File: src/rtl/ball_pkg.sv
// Shared constants for the billiard ball kinematics: table geometry, speed limit,
// direction encodings and FSM state codes.
package ball_pkg;

    localparam int BALL_R = 12;
    localparam int BALL_D = 24;

    localparam int XMIN = 20;
    localparam int XMAX = 620;
    localparam int YMIN = 20;
    localparam int YMAX = 460;

    localparam int VMAX = 12;

    // Directions are stored as 10-bit two's complement +1 / -1.
    localparam logic [9:0] DIR_POS = 10'h001;
    localparam logic [9:0] DIR_NEG = 10'h3FF;

    localparam logic [1:0] IDLE = 2'd0;
    localparam logic [1:0] MOVE = 2'd1;
    localparam logic [1:0] HOLD = 2'd2;

    // Any negative direction request means -1, everything else +1.
    function automatic logic [9:0] dir_decode(input logic neg);
        return neg ? DIR_NEG : DIR_POS;
    endfunction

    function automatic logic [9:0] sat_speed(input logic [9:0] v, input logic [9:0] vmax);
        return (v > vmax) ? vmax : v;
    endfunction

endpackage

File: src/rtl/axis_step.sv
// One axis of a frame step: position advance, cushion reflection with direction
// flip, and the friction decrement of that axis' speed.
module axis_step
    import ball_pkg::*;
#(
    parameter int MIN = 20,
    parameter int MAX = 620,
    parameter int RAD = 12
) (
    input  logic [9:0] p_i,
    input  logic [9:0] v_i,
    input  logic [9:0] d_i,
    input  logic       fric_wrap_i,
    output logic [9:0] p_o,
    output logic [9:0] v_o,
    output logic [9:0] d_o
);

    // 12 bits so the doubled limits (up to ~1216) never wrap.
    localparam logic signed [11:0] HI_S  = 12'(MAX - RAD);
    localparam logic signed [11:0] LO_S  = 12'(MIN + RAD);
    localparam logic signed [11:0] HI2_S = 12'(2 * (MAX - RAD));
    localparam logic signed [11:0] LO2_S = 12'(2 * (MIN + RAD));

    logic signed [11:0] delta;
    logic signed [11:0] p_n;
    logic signed [11:0] p_res;
    logic               unused_p_hi;

    // Advance, then fold any overshoot back inside the cushion and flip direction.
    always_comb begin
        delta = d_i[9] ? -$signed({2'b00, v_i}) : $signed({2'b00, v_i});
        p_n   = $signed({2'b00, p_i}) + delta;
        p_res = p_n;
        d_o   = d_i;
        if (p_n > HI_S) begin
            p_res = HI2_S - p_n;
            d_o   = DIR_NEG;
        end else if (p_n < LO_S) begin
            p_res = LO2_S - p_n;
            d_o   = DIR_POS;
        end
        p_o = p_res[9:0];
    end

    // Friction takes one unit off a nonzero speed on the wrap frame.
    always_comb begin
        v_o = v_i;
        if (fric_wrap_i && (v_i != 10'd0)) begin
            v_o = v_i - 10'd1;
        end
    end

    assign unused_p_hi = ^p_res[11:10];

endmodule

File: src/rtl/ball_motion.sv
// Per-ball kinematics: holds position/speed/direction, steps once per frame,
// accepts cue shots and post-collision velocity loads.
module ball_motion
    import ball_pkg::*;
#(
    parameter int X_INIT      = 100,
    parameter int Y_INIT      = 200,
    parameter int BALL_R      = ball_pkg::BALL_R,
    parameter int XMIN        = ball_pkg::XMIN,
    parameter int XMAX        = ball_pkg::XMAX,
    parameter int YMIN        = ball_pkg::YMIN,
    parameter int YMAX        = ball_pkg::YMAX,
    parameter int VMAX        = ball_pkg::VMAX,
    parameter int FRIC_PERIOD = 8,
    parameter int COLL_HOLD   = 4
) (
    input  logic       clk,
    input  logic       rst,
    input  logic       frame_tick,
    input  logic       shot_valid,
    output logic       shot_ready,
    input  logic [9:0] shot_vx,
    input  logic [9:0] shot_vy,
    input  logic [9:0] shot_dx,
    input  logic [9:0] shot_dy,
    input  logic       coll_in,
    input  logic [9:0] coll_vx,
    input  logic [9:0] coll_vy,
    input  logic [9:0] coll_dx,
    input  logic [9:0] coll_dy,
    output logic [9:0] x,
    output logic [9:0] y,
    output logic [9:0] vx,
    output logic [9:0] vy,
    output logic [9:0] dx,
    output logic [9:0] dy,
    output logic       moving
);

    localparam int FW = (FRIC_PERIOD > 2) ? $clog2(FRIC_PERIOD) : 1;
    localparam int HW = (COLL_HOLD > 0) ? $clog2(COLL_HOLD + 1) : 1;
    localparam logic [9:0] VMAX_V = 10'(VMAX);

    logic [1:0]    state_q, state_d;
    logic [9:0]    x_q, x_d, y_q, y_d;
    logic [9:0]    vx_q, vx_d, vy_q, vy_d;
    logic [9:0]    dx_q, dx_d, dy_q, dy_d;
    logic [FW-1:0] fric_q, fric_d;
    logic [HW-1:0] hold_q, hold_d;

    logic          coll_acc, shot_acc, step, fric_wrap;
    logic [9:0]    cvx_abs, cvy_abs;
    logic [9:0]    ax_p, ax_v, ax_d, ay_p, ay_v, ay_d;
    logic          unused_dir_lo;

    assign shot_ready = (state_q == IDLE) & ~coll_in;
    assign coll_acc   = coll_in & (state_q != HOLD);
    assign shot_acc   = shot_valid & shot_ready;
    assign step       = frame_tick & (state_q != IDLE) & ~coll_acc;
    assign fric_wrap  = (fric_q == FW'(FRIC_PERIOD - 1));

    assign cvx_abs = coll_vx[9] ? (~coll_vx + 10'd1) : coll_vx;
    assign cvy_abs = coll_vy[9] ? (~coll_vy + 10'd1) : coll_vy;

    // Only the sign bit of a direction request matters.
    assign unused_dir_lo = ^{shot_dx[8:0], shot_dy[8:0], coll_dx[8:0], coll_dy[8:0]};

    axis_step #(
        .MIN(XMIN),
        .MAX(XMAX),
        .RAD(BALL_R)
    ) u_axis_x (
        .p_i        (x_q),
        .v_i        (vx_q),
        .d_i        (dx_q),
        .fric_wrap_i(fric_wrap),
        .p_o        (ax_p),
        .v_o        (ax_v),
        .d_o        (ax_d)
    );

    axis_step #(
        .MIN(YMIN),
        .MAX(YMAX),
        .RAD(BALL_R)
    ) u_axis_y (
        .p_i        (y_q),
        .v_i        (vy_q),
        .d_i        (dy_q),
        .fric_wrap_i(fric_wrap),
        .p_o        (ay_p),
        .v_o        (ay_v),
        .d_o        (ay_d)
    );

    // Next state: collision load beats shot load beats frame step.
    always_comb begin
        state_d = state_q;
        x_d     = x_q;
        y_d     = y_q;
        vx_d    = vx_q;
        vy_d    = vy_q;
        dx_d    = dx_q;
        dy_d    = dy_q;
        fric_d  = fric_q;
        hold_d  = hold_q;
        if (coll_acc) begin
            vx_d    = sat_speed(cvx_abs, VMAX_V);
            vy_d    = sat_speed(cvy_abs, VMAX_V);
            dx_d    = dir_decode(coll_dx[9]);
            dy_d    = dir_decode(coll_dy[9]);
            fric_d  = '0;
            hold_d  = HW'(COLL_HOLD);
            state_d = HOLD;
        end else if (shot_acc) begin
            vx_d    = sat_speed(shot_vx, VMAX_V);
            vy_d    = sat_speed(shot_vy, VMAX_V);
            dx_d    = dir_decode(shot_dx[9]);
            dy_d    = dir_decode(shot_dy[9]);
            fric_d  = '0;
            state_d = ((vx_d != 10'd0) || (vy_d != 10'd0)) ? MOVE : IDLE;
        end else if (step) begin
            x_d    = ax_p;
            y_d    = ay_p;
            vx_d   = ax_v;
            vy_d   = ay_v;
            dx_d   = ax_d;
            dy_d   = ay_d;
            fric_d = fric_wrap ? '0 : fric_q + FW'(1);
            if (state_q == HOLD) begin
                hold_d = hold_q - HW'(1);
                if (hold_d == '0) begin
                    state_d = ((ax_v == 10'd0) && (ay_v == 10'd0)) ? IDLE : MOVE;
                end
            end else if ((ax_v == 10'd0) && (ay_v == 10'd0)) begin
                state_d = IDLE;
            end
        end
    end

    // State registers with asynchronous reset to the rack position at rest.
    always_ff @(posedge clk or posedge rst) begin
        if (rst) begin
            state_q <= IDLE;
            x_q     <= 10'(X_INIT);
            y_q     <= 10'(Y_INIT);
            vx_q    <= 10'd0;
            vy_q    <= 10'd0;
            dx_q    <= DIR_POS;
            dy_q    <= DIR_POS;
            fric_q  <= '0;
            hold_q  <= '0;
        end else begin
            state_q <= state_d;
            x_q     <= x_d;
            y_q     <= y_d;
            vx_q    <= vx_d;
            vy_q    <= vy_d;
            dx_q    <= dx_d;
            dy_q    <= dy_d;
            fric_q  <= fric_d;
            hold_q  <= hold_d;
        end
    end

    assign x      = x_q;
    assign y      = y_q;
    assign vx     = vx_q;
    assign vy     = vy_q;
    assign dx     = dx_q;
    assign dy     = dy_q;
    assign moving = (state_q != IDLE);

endmodule

File: config.mk
export PLATFORM = sky130hd
export DESIGN_NAME = ball_motion
export DESIGN_NICKNAME = d
export VERILOG_FILES = /design/src/rtl/ball_pkg.sv /design/src/rtl/axis_step.sv /design/src/rtl/ball_motion.sv
export SDC_FILE = /design/constraint.sdc
export NUM_CORES = 1
export LEC_CHECK = 0
export ABC_AREA = 1
export BUFFER_PORTS_ARGS = -buffer_cell sky130_fd_sc_hd__buf_2
export CORE_ASPECT_RATIO = 1.4
export CORE_MARGIN = 2
export CORE_UTILIZATION = 50
export DETAILED_ROUTE_END_ITERATION = 7
export GPL_ROUTABILITY_DRIVEN = 1
export GPL_TIMING_DRIVEN = 0
export PLACE_DENSITY = 0.73
export SYNTH_ARGS = -nofsm -noshare
export SYNTH_HDL_FRONTEND = slang
export SYNTH_SLANG_ARGS = --single-unit
File: constraint.sdc
create_clock -name clk -period 5.2 [get_ports clk]
set_input_delay 0.52 -clock clk [delete_from_list [all_inputs] [get_ports clk]]
set_output_delay 0.52 -clock clk [all_outputs]
set_load 0.02 [all_outputs]
* After elaboration in Yosys (flattened, before gate mapping)
Index checks and enable logic that the tools add are counted.
** Word-level totals
- Word-level logic and storage cells :: 120
- Flip-flop bits (word level) :: 68
- Output and inout bits :: 62
** Operators by class
- Reduce and logical (&&, ||, !) cells :: 24
- Magnitude comparators :: 8
- Add/sub/neg operators :: 14
- Equal/unequal tests :: 5
- Muxes and demuxes :: 50
- Bitwise operators :: 10
** Operator list (number)
- 2-to-1 mux 10 bit :: 32
- greater-than comparator 10 x 4 -> 1 bit (second input constant) :: 4
- nonzero test 10 bit :: 4
- subtractor 8 x 10 -> 10 bit (first input constant) :: 3
- adder 11 x 12 -> 12 bit :: 2
- less-than comparator 12 x 7 -> 1 bit (second input constant) :: 2
- 2-to-1 mux 12 bit :: 2
- 2-to-1 mux 3 bit :: 8
- negation 10 -> 12 bit :: 2
- adder 10 x 1 -> 10 bit (second input constant) :: 2
- zero test 10 bit :: 2
- NOT 10 bit :: 2
- subtractor 10 x 1 -> 10 bit (second input constant) :: 2
- greater-than comparator 12 x 10 -> 1 bit (second input constant) :: 1
- greater-than comparator 12 x 11 -> 1 bit (second input constant) :: 1
- 2-to-1 mux 2 bit :: 6
- nonzero test 4 bit :: 3
- subtractor 9 x 10 -> 10 bit (first input constant) :: 1
- AND reduction 3 bit :: 3
- nonzero test 2 bit :: 3
- AND 1 bit :: 5
- != test 2 bit (second input constant) :: 2
- != test 4 x 3 -> 1 bit (second input constant) :: 1
- AND reduction 2 bit :: 2
- 11 further kinds :: 16

* Longest topological paths before layout
Gate-level depths: netlist of run 1.
- Depth after elaboration :: 11
- Mapped depth :: 26
- Depth with buffers taken out :: 26

* By module
Synthesis of run 1 repeated with hierarchy kept, for this count alone.
** Second synthesis, totals
- Cells, all modules :: 1219
- Area total of the unflattened synthesis :: 7414.6 µm²
** Modules (own cells, without submodules)
- ball_motion :: instances 1, cells each 541, area an instance 3858.7 µm²
- axis_step (u_axis_x) :: instances 1, cells each 343, area an instance 1793.0 µm²
- axis_step (u_axis_y) :: instances 1, cells each 335, area an instance 1762.9 µm²

* Worst setup path before layout of run 1
No wires, ideal clock.
- Kind :: register to register
- From :: register vx_q[0] (netlist: vx[0])
- To :: register dx_q[8] (netlist: dx[8])
- Required time :: 5.080 ns
- Setup slack :: 2.173 ns
- Buffers on the path :: 1
- Stages on the path, launching flop included :: 23
- Data arrival time :: 2.907 ns
- Library setup time :: 0.120 ns
- Path through :: dfrtp_1 -> inv_1 -> ha_1 -> nand2_1 -> nor2_1 -> xor2_1 -> o21ai_0 -> ha_1 -> a21oi_2 -> nor2_1 -> nor2_2 -> nand3_1 -> nand2_2 -> nand2_2 -> inv_1 -> nand2_1 -> nand2_1 -> nand2_1 -> buf_4 -> o21ai_2 -> nand2_1 -> o21ai_1 -> nand2_1
** Between the ends
- Cells in the longest elaborated chain, start to end :: 8
- Elaborated cells on any way between the ends :: 11
** Ends and longest elaborated chain
- start: declaration :: line ball_motion.sv:46 : logic [9:0] vx_q, vx_d, vy_q, vy_d;
- start signal: assignment :: line ball_motion.sv:157 : vx_q <= vx_d;
- negation 10 -> 12 bit :: line axis_step.sv:32 : delta = d_i[9] ? -$signed({2'b00, v_i}) : $signed({2'b00, v_i});
- 2-to-1 mux 12 bit (*) :: line axis_step.sv:32
- adder 11 x 12 -> 12 bit (*) :: line axis_step.sv:33 : p_n = $signed({2'b00, p_i}) + delta;
- greater-than comparator 12 x 11 -> 1 bit :: line axis_step.sv:36 : if (p_n > HI_S) begin
- 2-to-1 mux 10 bit :: line axis_step.sv:36
- 2-to-1 mux 10 bit :: line ball_motion.sv:122 : end else if (step) begin
- 2-to-1 mux 10 bit :: line ball_motion.sv:115 : end else if (shot_acc) begin
- 2-to-1 mux 10 bit :: line ball_motion.sv:107 : if (coll_acc) begin
- end signal: assignment :: line ball_motion.sv:149 : dx_q <= DIR_POS;
- end signal: assignment :: line ball_motion.sv:159 : dx_q <= dx_d;
- end: declaration :: line ball_motion.sv:47 : logic [9:0] dx_q, dx_d, dy_q, dy_d;
Mark *: on every way between the ends. The rest lies on a longest branch, timed or not. The select of a mux whose other input is x is not followed.
A chain may end at the register's enable or synchronous reset.

* Worst setup path after layout of run 1
- From :: register vy_q[0] (netlist: vy[0])
- To :: register dy_q[8] (netlist: dy[8])
** Between the ends
- Cells in the longest elaborated chain, start to end :: 8
- Elaborated cells on any way between the ends :: 11
** Ends and longest elaborated chain
- start: declaration :: line ball_motion.sv:46
- start signal: assignment :: line ball_motion.sv:158 : vy_q <= vy_d;
- negation 10 -> 12 bit :: line axis_step.sv:32
- 2-to-1 mux 12 bit (*) :: line axis_step.sv:32
- adder 11 x 12 -> 12 bit (*) :: line axis_step.sv:33
- greater-than comparator 12 x 10 -> 1 bit :: line axis_step.sv:36
- 2-to-1 mux 10 bit :: line axis_step.sv:36
- 2-to-1 mux 10 bit :: line ball_motion.sv:122
- 2-to-1 mux 10 bit :: line ball_motion.sv:115
- 2-to-1 mux 10 bit :: line ball_motion.sv:107
- end signal: assignment :: line ball_motion.sv:160 : dy_q <= dy_d;
- end: declaration :: line ball_motion.sv:47
Marked as above.

==> PnR_summary.wiki, run 1 <==
{| class="wikitable"
! Metric !! Value
|-
| Number of buffers inserted by port buffering || 107
|-
| Ys Warns || 0
|-
| #FFs+latches synth || 50
|-
| Fraction of layout cells with a size suffix above 1 || 18.1%
|-
| Initial antenna violation count || 0
|-
| Total global routing overflow || 0
|-
| WS Path Type || register to register
|-
| Number of cells on the critical path || 20
|-
| Count of nets left with antenna violations after detail routing || 0
|-
| NumNets Final || 1,225
|-
| Placer congestion estimate || 0.888
|-
| Clock tree skew after final layout || 0.00727 ns
|-
| Peak per-stage delay on the critical path || 0.48 ns
|-
| CP Data Required Time || 5.39 ns
|-
| Post-synthesis cell area || 5950 um^2
|-
| Mean routed wirelength per cell || 12.9 um
|-
| Count of inserted antenna diode cells || 0
|-
| Master of the slowest instance on the critical path || sky130_fd_sc_hd__dfrtp_1
|-
| Upper clock frequency limit || 0.276 GHz
|-
| Cell type with the highest occurrence count on the critical path || sky130_fd_sc_hd__nand2_1
|-
| Clock tree from TritonCTS || built
|-
| Wire length of the first global-routing pass || 27,000 um
|-
| Number of synthesized flops with an enable pin || 0
|-
| Iteration count of the initial detailed-routing pass || 5
|-
| Number of instances in the synthesized netlist || 991
|-
| Top FF cell, synth || sky130_fd_sc_hd__dfrtp_1
|-
| Core Area || 11,700 um^2
|-
| Mean post-synth cell area || 6.00 um^2
|-
| Number of fillers in the final layout || 1,244
|-
| Number of cell rows || 47
|-
| List of cells traversed by the critical path || inv_1 -> ha_1 -> nand3_2 -> xor2_1 -> o21ai_0 -> ha_1 -> nand2_1 -> inv_1 -> a21oi_1 -> nand2_1 -> nand2_1 -> nand2_1 -> inv_1 -> nor2_1 -> a31oi_2 -> nand2_2 -> nand2_1 -> nand2_1 -> nand2_1 -> nand2_1
|-
| Resize count post-CTS || 0
|-
| Vias after detailed routing || 6,468
|-
| Starting DRC count in detailed routing || 328
|-
| Least setup slack across all paths after layout || 1.58 ns
|-
| Wire length on met3 || 603 um
|-
| Type of element launching the critical path || register
|-
| RSZ-0062 raised after global routing || false
|-
| Max layer used || met4
|-
| Share of synthesized registers carrying an async set or reset || 100%
|-
| Endpoint arrival time on the critical path || 3.81 ns
|-
| Reg-to-reg critical path startpoint || vy[0]$_DFFE_PP0P_
|-
| Standard cell area after detailed placement || 6690 um^2
|-
| Share of synthesized area occupied by flip-flops and latches || 21.2%
|-
| Quantity of hold-fixing buffers added after cts || 0
|-
| Setup Viol. Count Final || 0
|-
| Hold Violations, Final || 0
|-
| Area overhead of the layout relative to synthesis || 15.0%
|-
| Wire length the detailed router placed on met1 || 6840 um
|-
| Cell depth of the worst flop-to-flop path || 20
|-
| Tightest Pin Transition || 0.666 ns
|-
| Total routing usage reported by global routing || 26.2%
|-
| Clock slew at reported path FFs || 0.08 ns
|-
| Initial core utilization || 50.8%
|-
| Final design instance area without fill || 6840 um^2
|-
| H-tree levels || 2
|-
| Clk root buf || sky130_fd_sc_hd__clkbuf_16
|-
| Hold crit path type || primary input to async pin
|-
| Drc violations || 0
|-
| Pre-CTS setup slack || 1.66 ns
|-
| Detailed route wirelength on metal2 || 8410 um
|-
| Timing startpoint of the critical path || vy[0]$_DFFE_PP0P_
|-
| Count of buffer and inverter cells on the critical path || 3
|-
| Count of boundary I/O pins || 147
|-
| Final worst path period share || 69.7%
|-
| Crit path max fanout || 9
|-
| Die boundary width || 96.2 um
|-
| Wirelength, routed || 16,200 um
|-
| Die outline area || 12,800 um^2
|-
| Cell family with the largest share of critical-path delay || simple AND/OR/NAND/NOR gates
|-
| Max-slew headroom at the worst pin || 55.6%
|-
| Clock buffer count from CTS || 5
|-
| Outcome || finished clean
|-
| Via count of the first global-routing pass || 6,023
|-
| Crit end category || register
|-
| Pins Over Slew Limit || 0
|-
| Largest net degree at the start of global routing || 39
|-
| Worst skew pair latency || 0.30 ns
|-
| Fin Hold WS || 0.166 ns
|-
| Clock tree sinks || 50
|-
| Routed via count divided by cell count || 5.15
|-
| Setup bufs post-CTS || 0
|-
| Max capacitance violation total || 0
|-
| Period minus WS final || 3.62 ns
|-
| Final HPWL DP || 13,200 um
|-
| Number of different library cells in the post-synthesis netlist || 49
|-
| Die Y-Extent || 133 um
|-
| Largest buffer count on any clock path || 2
|-
| Post-route setup TNS || 0 ns
|}
==> kinds of logic after synthesis <==
kind of cell    synth area share, %
xor+xnor                       5.13
fa+ha+maj                      7.19
compound gates                 11.4
simple gates                   43.0
flops                          21.2
buf+inv                        12.1
other cells                  0.0630
==> cell usage in the layout, fill, tap and decap left out, types with 12 or more instances in the layout <==
cell type and count:
sky130_fd_sc_hd__o21ai_0 56, sky130_fd_sc_hd__ha_1 31, sky130_fd_sc_hd__buf_2 112, sky130_fd_sc_hd__dfrtp_1 44
sky130_fd_sc_hd__buf_4 20, sky130_fd_sc_hd__nor2_2 12, sky130_fd_sc_hd__nor2_1 85, sky130_fd_sc_hd__nand3_1 90
sky130_fd_sc_hd__nand2_1 352, sky130_fd_sc_hd__a21oi_1 18, sky130_fd_sc_hd__inv_1 121, sky130_fd_sc_hd__nand4_1 13
sky130_fd_sc_hd__xor2_1 27, sky130_fd_sc_hd__o22ai_1 13
==> flip-flops by register name (all words and copies together), names as in the netlist <==
register  flops
dy            1
state_q       2
hold_q        3
vy           10
x            10
vx           10
y            10
dx            1
fric_q        3
==> metal layers <==
| metal | vias up | GRT usage, % |
|---|---|---|
| li1 | 3385 | - |
| met1 | 2904 | 32.1 |
| met2 | 157 | 47.3 |
| met3 | 22 | 2.16 |
| met4 | 0 | 8.49 |
| met5 | - | 0 |
==> Yosys cell counts (all sizes together) (6+ instances only) <==
| library cell | number | share of area, % |
|---|---|---|
| xor2 | 28 | 4.2 |
| inv | 129 | 8.1 |
| nand3 | 96 | 8.6 |
| nand3b | 8 | 1.0 |
| a21oi | 21 | 2.0 |
| nor2 | 98 | 6.8 |
| o21ai | 64 | 5.5 |
| nand4 | 13 | 1.4 |
| xnor2 | 6 | 0.88 |
| dfrtp | 44 | 19 |
| o22ai | 13 | 1.4 |
| nand2 | 365 | 24 |
| ha | 31 | 6.5 |
| clkbuf | 6 | 0.38 |
| buf | 28 | 3.5 |
| dfstp | 6 | 2.7 |
==> final cells by class <==
| class | count | area [um^2] | share of cell area (%) |
|---|---|---|---|
| Multi-Input combinational cell | 778 | 3970 | 58.1 |
| Sequential cell | 50 | 1260 | 18.4 |
| Timing Repair Buffer | 108 | 556 | 8.12 |
| Inverter | 130 | 488 | 7.14 |
| Buffer | 34 | 231 | 3.38 |
| Tap cell | 147 | 184 | 2.69 |
| Clock buffer | 5 | 125 | 1.83 |
| Clock inverter | 3 | 22.5 | 0.329 |
==> worst paths after layout <==
check,to,slack (ns)
worst min register to register,x[5]$_DFFE_PP1P_,0.48
worst max-delay path,dy[8]$_DFFE_PP0P_,1.58
min in group clk,x[5]$_DFFE_PP1P_,0.48
worst max register to register,dy[8]$_DFFE_PP0P_,1.58
max in group asynchronous,y[7]$_DFFE_PP1P_,4.46
worst min-delay path,vx[2]$_DFFE_PP0P_,0.17
==> metrics by stage <==
step                util, %  std cells
floorplan                 -        992
global placement       57.0       1246
detailed placement     57.2       1247
CTS                    58.4       1255
global route           58.4       1255
finish                 58.4       1255
Power of run 1 is not shown: default switching activity piles up to over one toggle a cycle in this logic, so the estimate is an artifact.
==> inputs of run 2 (changes only) <==
==> constraint.sdc (replaced) <==
create_clock -name clk -period 3.56 [get_ports clk]
set_input_delay 0.356 -clock clk [delete_from_list [all_inputs] [get_ports clk]]
set_output_delay 0.356 -clock clk [all_outputs]
set_load 0.02 [all_outputs]
==> PnR_summary.wiki, run 2 (synthesis gave the netlist of run 1 again) <==
{| class="wikitable"
! Metric !! Value
|-
| Cell depth of the worst flop-to-flop path || 18 (was 20)
|-
| NumNets Final || 1,240 (was 1,225)
|-
| Core Area || 11,700 um^2 (unchanged)
|-
| Upper clock frequency limit || 0.306 GHz (was 0.276 GHz)
|-
| Endpoint arrival time on the critical path || 3.46 ns (was 3.81 ns)
|-
| Total global routing overflow || 0 (unchanged)
|-
| Routed via count divided by cell count || 5.20 (was 5.15)
|-
| Clock buffer count from CTS || 5 (unchanged)
|-
| Placer congestion estimate || 0.888 (unchanged)
|-
| Count of inserted antenna diode cells || 0 (unchanged)
|-
| Initial core utilization || 50.8% (unchanged)
|-
| Via count of the first global-routing pass || 6,023 (unchanged)
|-
| Hold crit path type || primary input to async pin (unchanged)
|-
| Clock tree skew after final layout || 0.00691 ns (was 0.00727 ns)
|-
| H-tree levels || 2 (unchanged)
|-
| Hold Violations, Final || 0 (unchanged)
|-
| Cell Count Post-Placement || 1,247 (unchanged)
|-
| CP Data Required Time || 3.75 ns (was 5.39 ns)
|-
| Vias after detailed routing || 6,600 (was 6,468)
|-
| Largest net degree at the start of global routing || 39 (unchanged)
|-
| Drc violations || 0 (unchanged)
|-
| Crit path max fanout || 10 (was 9)
|-
| Wire length of the first global-routing pass || 27,000 um (unchanged)
|-
| Most frequent standard cell in the layout excluding fill and tap cells || sky130_fd_sc_hd__nand2_1 (unchanged)
|-
| Number of buffers inserted by port buffering || 107 (unchanged)
|-
| Critical register-to-register path endpoint || dy[8]$_DFFE_PP0P_ (unchanged)
|-
| Outcome || finished clean (unchanged)
|-
| Quantity of hold-fixing buffers added after cts || 0 (unchanged)
|-
| Clock tree sinks || 50 (unchanged)
|-
| Wirelength, routed || 16,700 um (was 16,200 um)
|-
| Clock slew at reported path FFs || 0.08 ns (about the same)
|-
| Number of fillers in the final layout || 1,192 (was 1,244)
|-
| Most frequent cells in the layout || sky130_fd_sc_hd__nand2_1, sky130_fd_sc_hd__inv_1, sky130_fd_sc_hd__buf_2, sky130_fd_sc_hd__nand3_1, sky130_fd_sc_hd__nor2_1 (unchanged)
|-
| Starting DRC count in detailed routing || 277 (was 328)
|-
| Standard cell area after detailed placement || 6690 um^2 (unchanged)
|-
| Count of nets left with antenna violations after detail routing || 0 (unchanged)
|-
| WS Path Type || register to register (unchanged)
|-
| Worst skew pair latency || 0.30 ns (about the same)
|-
| Max capacitance violation total || 0 (unchanged)
|-
| Die boundary width || 96.2 um (unchanged)
|-
| Clk root buf || sky130_fd_sc_hd__clkbuf_16 (unchanged)
|-
| Crit end category || register (unchanged)
|-
| Die Y-Extent || 133 um (unchanged)
|-
| Total routing usage reported by global routing || 26.2% (unchanged)
|-
| Iteration count of the initial detailed-routing pass || 5 (unchanged)
|-
| Fraction of layout cells with a size suffix above 1 || 21.9% (was 18.1%)
|-
| Largest buffer count on any clock path || 2 (unchanged)
|-
| Tightest Pin Transition || 0.682 ns (was 0.666 ns)
|-
| Initial antenna violation count || 0 (unchanged)
|-
| Reg-to-reg critical path startpoint || dy[8]$_DFFE_PP0P_ (was vy[0]$_DFFE_PP0P_)
|-
| Number of cell rows || 47 (unchanged)
|-
| Area overhead of the layout relative to synthesis || 19.5% (was 15.0%)
|-
| Setup Viol. Count Final || 0 (unchanged)
|-
| Mean routed wirelength per cell || 13.1 um (was 12.9 um)
|-
| Period minus WS final || 3.27 ns (was 3.62 ns)
|-
| R2R Setup Slk || 0.29 ns (was 1.58 ns)
|-
| Type of element launching the critical path || register (unchanged)
|-
| Final instance count without filler cells || 1,270 (was 1,255)
|-
| Final worst path period share || 91.9% (was 69.7%)
|-
| Max-slew headroom at the worst pin || 54.5% (was 55.6%)
|-
| Final design instance area without fill || 7110 um^2 (was 6840 um^2)
|-
| Clock tree from TritonCTS || built (unchanged)
|-
| Pins Over Slew Limit || 0 (unchanged)
|-
| Count of boundary I/O pins || 147 (unchanged)
|-
| Final HPWL DP || 13,200 um (unchanged)
|-
| Die outline area || 12,800 um^2 (unchanged)
|}
## run 2: layout make-up
cell class	instances	area [um^2]	share of cell area, %
multi-input cells	780	4120	58.0
clock inverters	3	22.5	0.317
inverters	130	490	6.90
plain buffers	34	240	3.38
repair buffers	121	653	9.19
well taps	147	184	2.59
flip-flops and latches	50	1270	17.8
clock buffers	5	125	1.76
## run 2: timing repair
action                     in CTS  in global routing
gates resized for setup         1                 52
setup endpoints to repair       2                 20
cloned                          0                  2
setup buffers                   0                 13
pin swaps                       0                 12
## run 2: per-stage QoR
step	setup TNS [ns]	worst slack (ns)	hold slack, ns	util [%]
final	0	0.288	0.00196	60.7
after global routing	-0.0169	-0.0169	0.0256	60.7
after CTS	0	0.00278	0.0121	58.5
after detailed placement	0	0.0246	0.339	57.2
after global placement	0	0.0397	0.468	57.0
after floorplan	0	0.533	0.464	-
## run 2: worst max-delay path: stages, from the launching register on
cell and delay, ns:
sky130_fd_sc_hd__dfrtp_2 0.48, sky130_fd_sc_hd__clkbuf_4 0.20, sky130_fd_sc_hd__o21ai_0 0.33, sky130_fd_sc_hd__inv_1 0.11, sky130_fd_sc_hd__fa_1 0.58, sky130_fd_sc_hd__ha_1 0.17
sky130_fd_sc_hd__inv_1 0.06, sky130_fd_sc_hd__nor2_1 0.10, sky130_fd_sc_hd__nand2_1 0.10, sky130_fd_sc_hd__nor2_1 0.13, sky130_fd_sc_hd__nand2_1 0.12, sky130_fd_sc_hd__nand3_1 0.12
sky130_fd_sc_hd__nand4_1 0.19, sky130_fd_sc_hd__nand2_2 0.16, sky130_fd_sc_hd__nand2_1 0.06, sky130_fd_sc_hd__nand2_1 0.06, sky130_fd_sc_hd__nand2_1 0.05, sky130_fd_sc_hd__nand2_1 0.05
sky130_fd_sc_hd__nand2_1 0.06
## run 2: worst max-delay path by stage
stage	startpoint	to	slack (ns)
floorplan	vx[0]$_DFFE_PP0P_	dx[8]$_DFFE_PP0P_	0.53
global placement	vy[0]$_DFFE_PP0P_	dy[8]$_DFFE_PP0P_	0.04
detailed placement	vy[0]$_DFFE_PP0P_	dy[8]$_DFFE_PP0P_	0.02
CTS	vx[0]$_DFFE_PP0P_	x[4]$_DFFE_PP0P_	0.003
global route	vx[2]$_DFFE_PP0P_	x[9]$_DFFE_PP0P_	-0.02
finish	dy[8]$_DFFE_PP0P_	dy[8]$_DFFE_PP0P_	0.29
## run 2: routing by layer
layer / vias up / part of all wire, % / global-route usage, %
li1: 3422 / - / -
met4: 0 / 2.4 / 8.49
met5: - / 0 / 0
met1: 2973 / 42 / 32.1
met2: 179 / 52 / 47.3
met3: 26 / 4.3 / 2.16
Power of run 2 is left out for the same reason.
==> inputs of run 3 (changes only) <==
--- a/config.mk
+++ b/config.mk
@@ -14,6 +14,7 @@
 export GPL_ROUTABILITY_DRIVEN = 1
 export GPL_TIMING_DRIVEN = 0
 export PLACE_DENSITY = 0.73
+export SETUP_SLACK_MARGIN = 0.5
 export SYNTH_ARGS = -nofsm -noshare
 export SYNTH_HDL_FRONTEND = slang
 export SYNTH_SLANG_ARGS = --single-unit
==> PnR_summary.wiki, run 3 (synthesis gave the netlist of run 1 again) <==
{| class="wikitable"
! Metric !! Value
|-
| WS Path Type || register to register (unchanged)
|-
| Routed via count divided by cell count || 5.53 (was 5.20)
|-
| Type of element launching the critical path || register (unchanged)
|-
| Endpoint arrival time on the critical path || 3.34 ns (was 3.46 ns)
|-
| Clk root buf || sky130_fd_sc_hd__clkbuf_16 (unchanged)
|-
| Fraction of layout cells with a size suffix above 1 || 40.9% (was 21.9%)
|-
| Number of cell rows || 47 (unchanged)
|-
| Number of buffers inserted by port buffering || 107 (unchanged)
|-
| Most frequent cells in the layout || sky130_fd_sc_hd__nand2_1, sky130_fd_sc_hd__buf_2, sky130_fd_sc_hd__inv_1, sky130_fd_sc_hd__buf_4, sky130_fd_sc_hd__nand3_1 (was sky130_fd_sc_hd__nand2_1, sky130_fd_sc_hd__inv_1, sky130_fd_sc_hd__buf_2, sky130_fd_sc_hd__nand3_1, sky130_fd_sc_hd__nor2_1)
|-
| Hold crit path type || primary input to async pin (unchanged)
|-
| Period minus WS final || 3.14 ns (was 3.27 ns)
|-
| Wire length of the first global-routing pass || 28,900 um (was 27,000 um)
|-
| Clock tree skew after final layout || 0.00718 ns (was 0.00691 ns)
|-
| Count of nets left with antenna violations after detail routing || 0 (unchanged)
|-
| Area overhead of the layout relative to synthesis || 44.2% (was 19.5%)
|-
| Total routing usage reported by global routing || 28.1% (was 26.2%)
|-
| Crit end category || register (unchanged)
|-
| Initial antenna violation count || 0 (unchanged)
|-
| Clock tree from TritonCTS || built (unchanged)
|-
| Die Y-Extent || 133 um (unchanged)
|-
| Crit path max fanout || 5 (was 10)
|-
| Count of boundary I/O pins || 147 (unchanged)
|-
| Wirelength, routed || 20,500 um (was 16,700 um)
|-
| H-tree levels || 2 (unchanged)
|-
| Placer congestion estimate || 0.888 (unchanged)
|-
| Max capacitance violation total || 0 (unchanged)
|-
| NumNets Final || 1,309 (was 1,240)
|-
| Tightest Pin Transition || 0.710 ns (was 0.682 ns)
|-
| Final HPWL DP || 13,200 um (unchanged)
|-
| Hold Violations, Final || 0 (unchanged)
|-
| Vias after detailed routing || 7,405 (was 6,600)
|-
| Clock slew at reported path FFs || 0.08 ns (about the same)
|-
| CP Data Required Time || 3.76 ns (was 3.75 ns)
|-
| Worst skew pair latency || 0.30 ns (about the same)
|-
| Die boundary width || 96.2 um (unchanged)
|-
| Most frequent standard cell in the layout excluding fill and tap cells || sky130_fd_sc_hd__nand2_1 (unchanged)
|-
| Clock tree sinks || 50 (unchanged)
|-
| Die outline area || 12,800 um^2 (unchanged)
|-
| Largest net degree at the start of global routing || 39 (unchanged)
|-
| Drc violations || 0 (unchanged)
|-
| Max-slew headroom at the worst pin || 52.7% (was 54.5%)
|-
| Upper clock frequency limit || 0.318 GHz (was 0.306 GHz)
|-
| Total global routing overflow || 0 (unchanged)
|-
| Setup Viol. Count Final || 0 (unchanged)
|-
| Largest buffer count on any clock path || 2 (unchanged)
|-
| Outcome || finished clean (unchanged)
|-
| Iteration count of the initial detailed-routing pass || 7 (was 5)
|-
| RSZ-0062 raised after global routing || true
|-
| Pins Over Slew Limit || 0 (unchanged)
|-
| Final worst path period share || 88.2% (was 91.9%)
|-
| Core Area || 11,700 um^2 (unchanged)
|-
| Count of inserted antenna diode cells || 0 (unchanged)
|-
| Via count of the first global-routing pass || 6,514 (was 6,023)
|-
| Post-route setup TNS || 0 ns (unchanged)
|-
| Clock buffer count from CTS || 5 (unchanged)
|-
| Mean routed wirelength per cell || 15.3 um (was 13.1 um)
|-
| Starting DRC count in detailed routing || 520 (was 277)
|-
| Initial core utilization || 50.8% (unchanged)
|}
==> run 3: changes by cell type in the layout (fill, tap and decap cells not counted), moves of 13 or more <==
cell / delta
sky130_fd_sc_hd__nand2_1: -69
sky130_fd_sc_hd__buf_4: +64
sky130_fd_sc_hd__nand3_1: -19
sky130_fd_sc_hd__nor2_4: +19
sky130_fd_sc_hd__nor2_1: -25
sky130_fd_sc_hd__nand2_2: +56
sky130_fd_sc_hd__nand2_4: +13
sky130_fd_sc_hd__inv_1: -13
==> run 3: area by class of cell <==
| class | count | area (um^2) |
|---|---|---|
| plain buffers | 34 | 249 |
| clock buffers | 5 | 125 |
| clock inverters | 3 | 22.5 |
| fillers | 901 | 3130 |
| inverters | 130 | 500 |
| multi-input cells | 780 | 5010 |
| flip-flops and latches | 50 | 1270 |
| well taps | 147 | 184 |
| repair buffers | 190 | 1210 |
==> run 3: path summary, 6_finish.rpt <==
| kind | from | to | slack, ns | cells after the start |
|---|---|---|---|---|
| max | vx[3]$_DFFE_PP0P_ | x[7]$_DFFE_PP0P_ | 0.42 | 18 |
| min | rst | vx[2]$_DFFE_PP0P_ | 0.006 | 2 |
| max reg2reg | vx[3]$_DFFE_PP0P_ | x[7]$_DFFE_PP0P_ | 0.42 | 18 |
| min reg2reg | x[5]$_DFFE_PP1P_ | x[5]$_DFFE_PP1P_ | 0.48 | 2 |
| max in group asynchronous | rst | x[2]$_DFFE_PP1P_ | 2.97 | 3 |
| min in group clk | shot_vy[1] | vy[1]$_DFFE_PP0P_ | 0.33 | 3 |
==> run 3: worst max-delay path: stages, from the launching register on <==
cell,delay (ns)
sky130_fd_sc_hd__dfrtp_2,0.44
sky130_fd_sc_hd__buf_6,0.13
sky130_fd_sc_hd__nor2_4,0.12
sky130_fd_sc_hd__nand3_4,0.11
sky130_fd_sc_hd__xor2_2,0.20
sky130_fd_sc_hd__o21ai_2,0.23
sky130_fd_sc_hd__ha_4,0.26
sky130_fd_sc_hd__a21o_1,0.21
sky130_fd_sc_hd__a21oi_2,0.22
sky130_fd_sc_hd__nand3_4,0.16
sky130_fd_sc_hd__xor2_2,0.23
sky130_fd_sc_hd__nand2_1,0.09
sky130_fd_sc_hd__nand2_2,0.12
sky130_fd_sc_hd__buf_6,0.15
sky130_fd_sc_hd__nand3_4,0.07
sky130_fd_sc_hd__nand2_2,0.09
sky130_fd_sc_hd__nand2_2,0.05
sky130_fd_sc_hd__nand3_2,0.06
sky130_fd_sc_hd__nand2_1,0.06
==> run 3: what timing repair did <==
action / CTS / global route
hold buffers: 0 / 0
cloned: 3 / 1
resized for setup: 90 / 213
hold endpoints to repair: 0 / 0
setup endpoints to repair: 20 / 20
setup buffers: 45 / 35
pin swaps: 49 / 97
==> run 3: routing by layer <==
metal	up-vias	GRT usage [%]	part of all wire [%]
met2	348	50.7	52
met1	3409	33.0	38
li1	3566	-	-
met5	-	0	0
met4	0	11.5	4.7
met3	82	2.90	5.4
==> run 3: metrics by stage <==
step | util [%] | hold WS (ns) | instance area (um^2) | setup slack (ns) | std cells
CTS | 63.6 | 0.0127 | 7440 | 0.432 | 1303
detailed placement | 57.2 | 0.339 | 6690 | 0.0246 | 1247
global route | 73.3 | 0.0290 | 8580 | 0.279 | 1339
global placement | 57.0 | 0.468 | 6670 | 0.0397 | 1246
floorplan | - | 0.464 | 5950 | 0.533 | 992
finish | 73.3 | 0.00610 | 8580 | 0.420 | 1339
Power of run 3 is left out for the same reason.
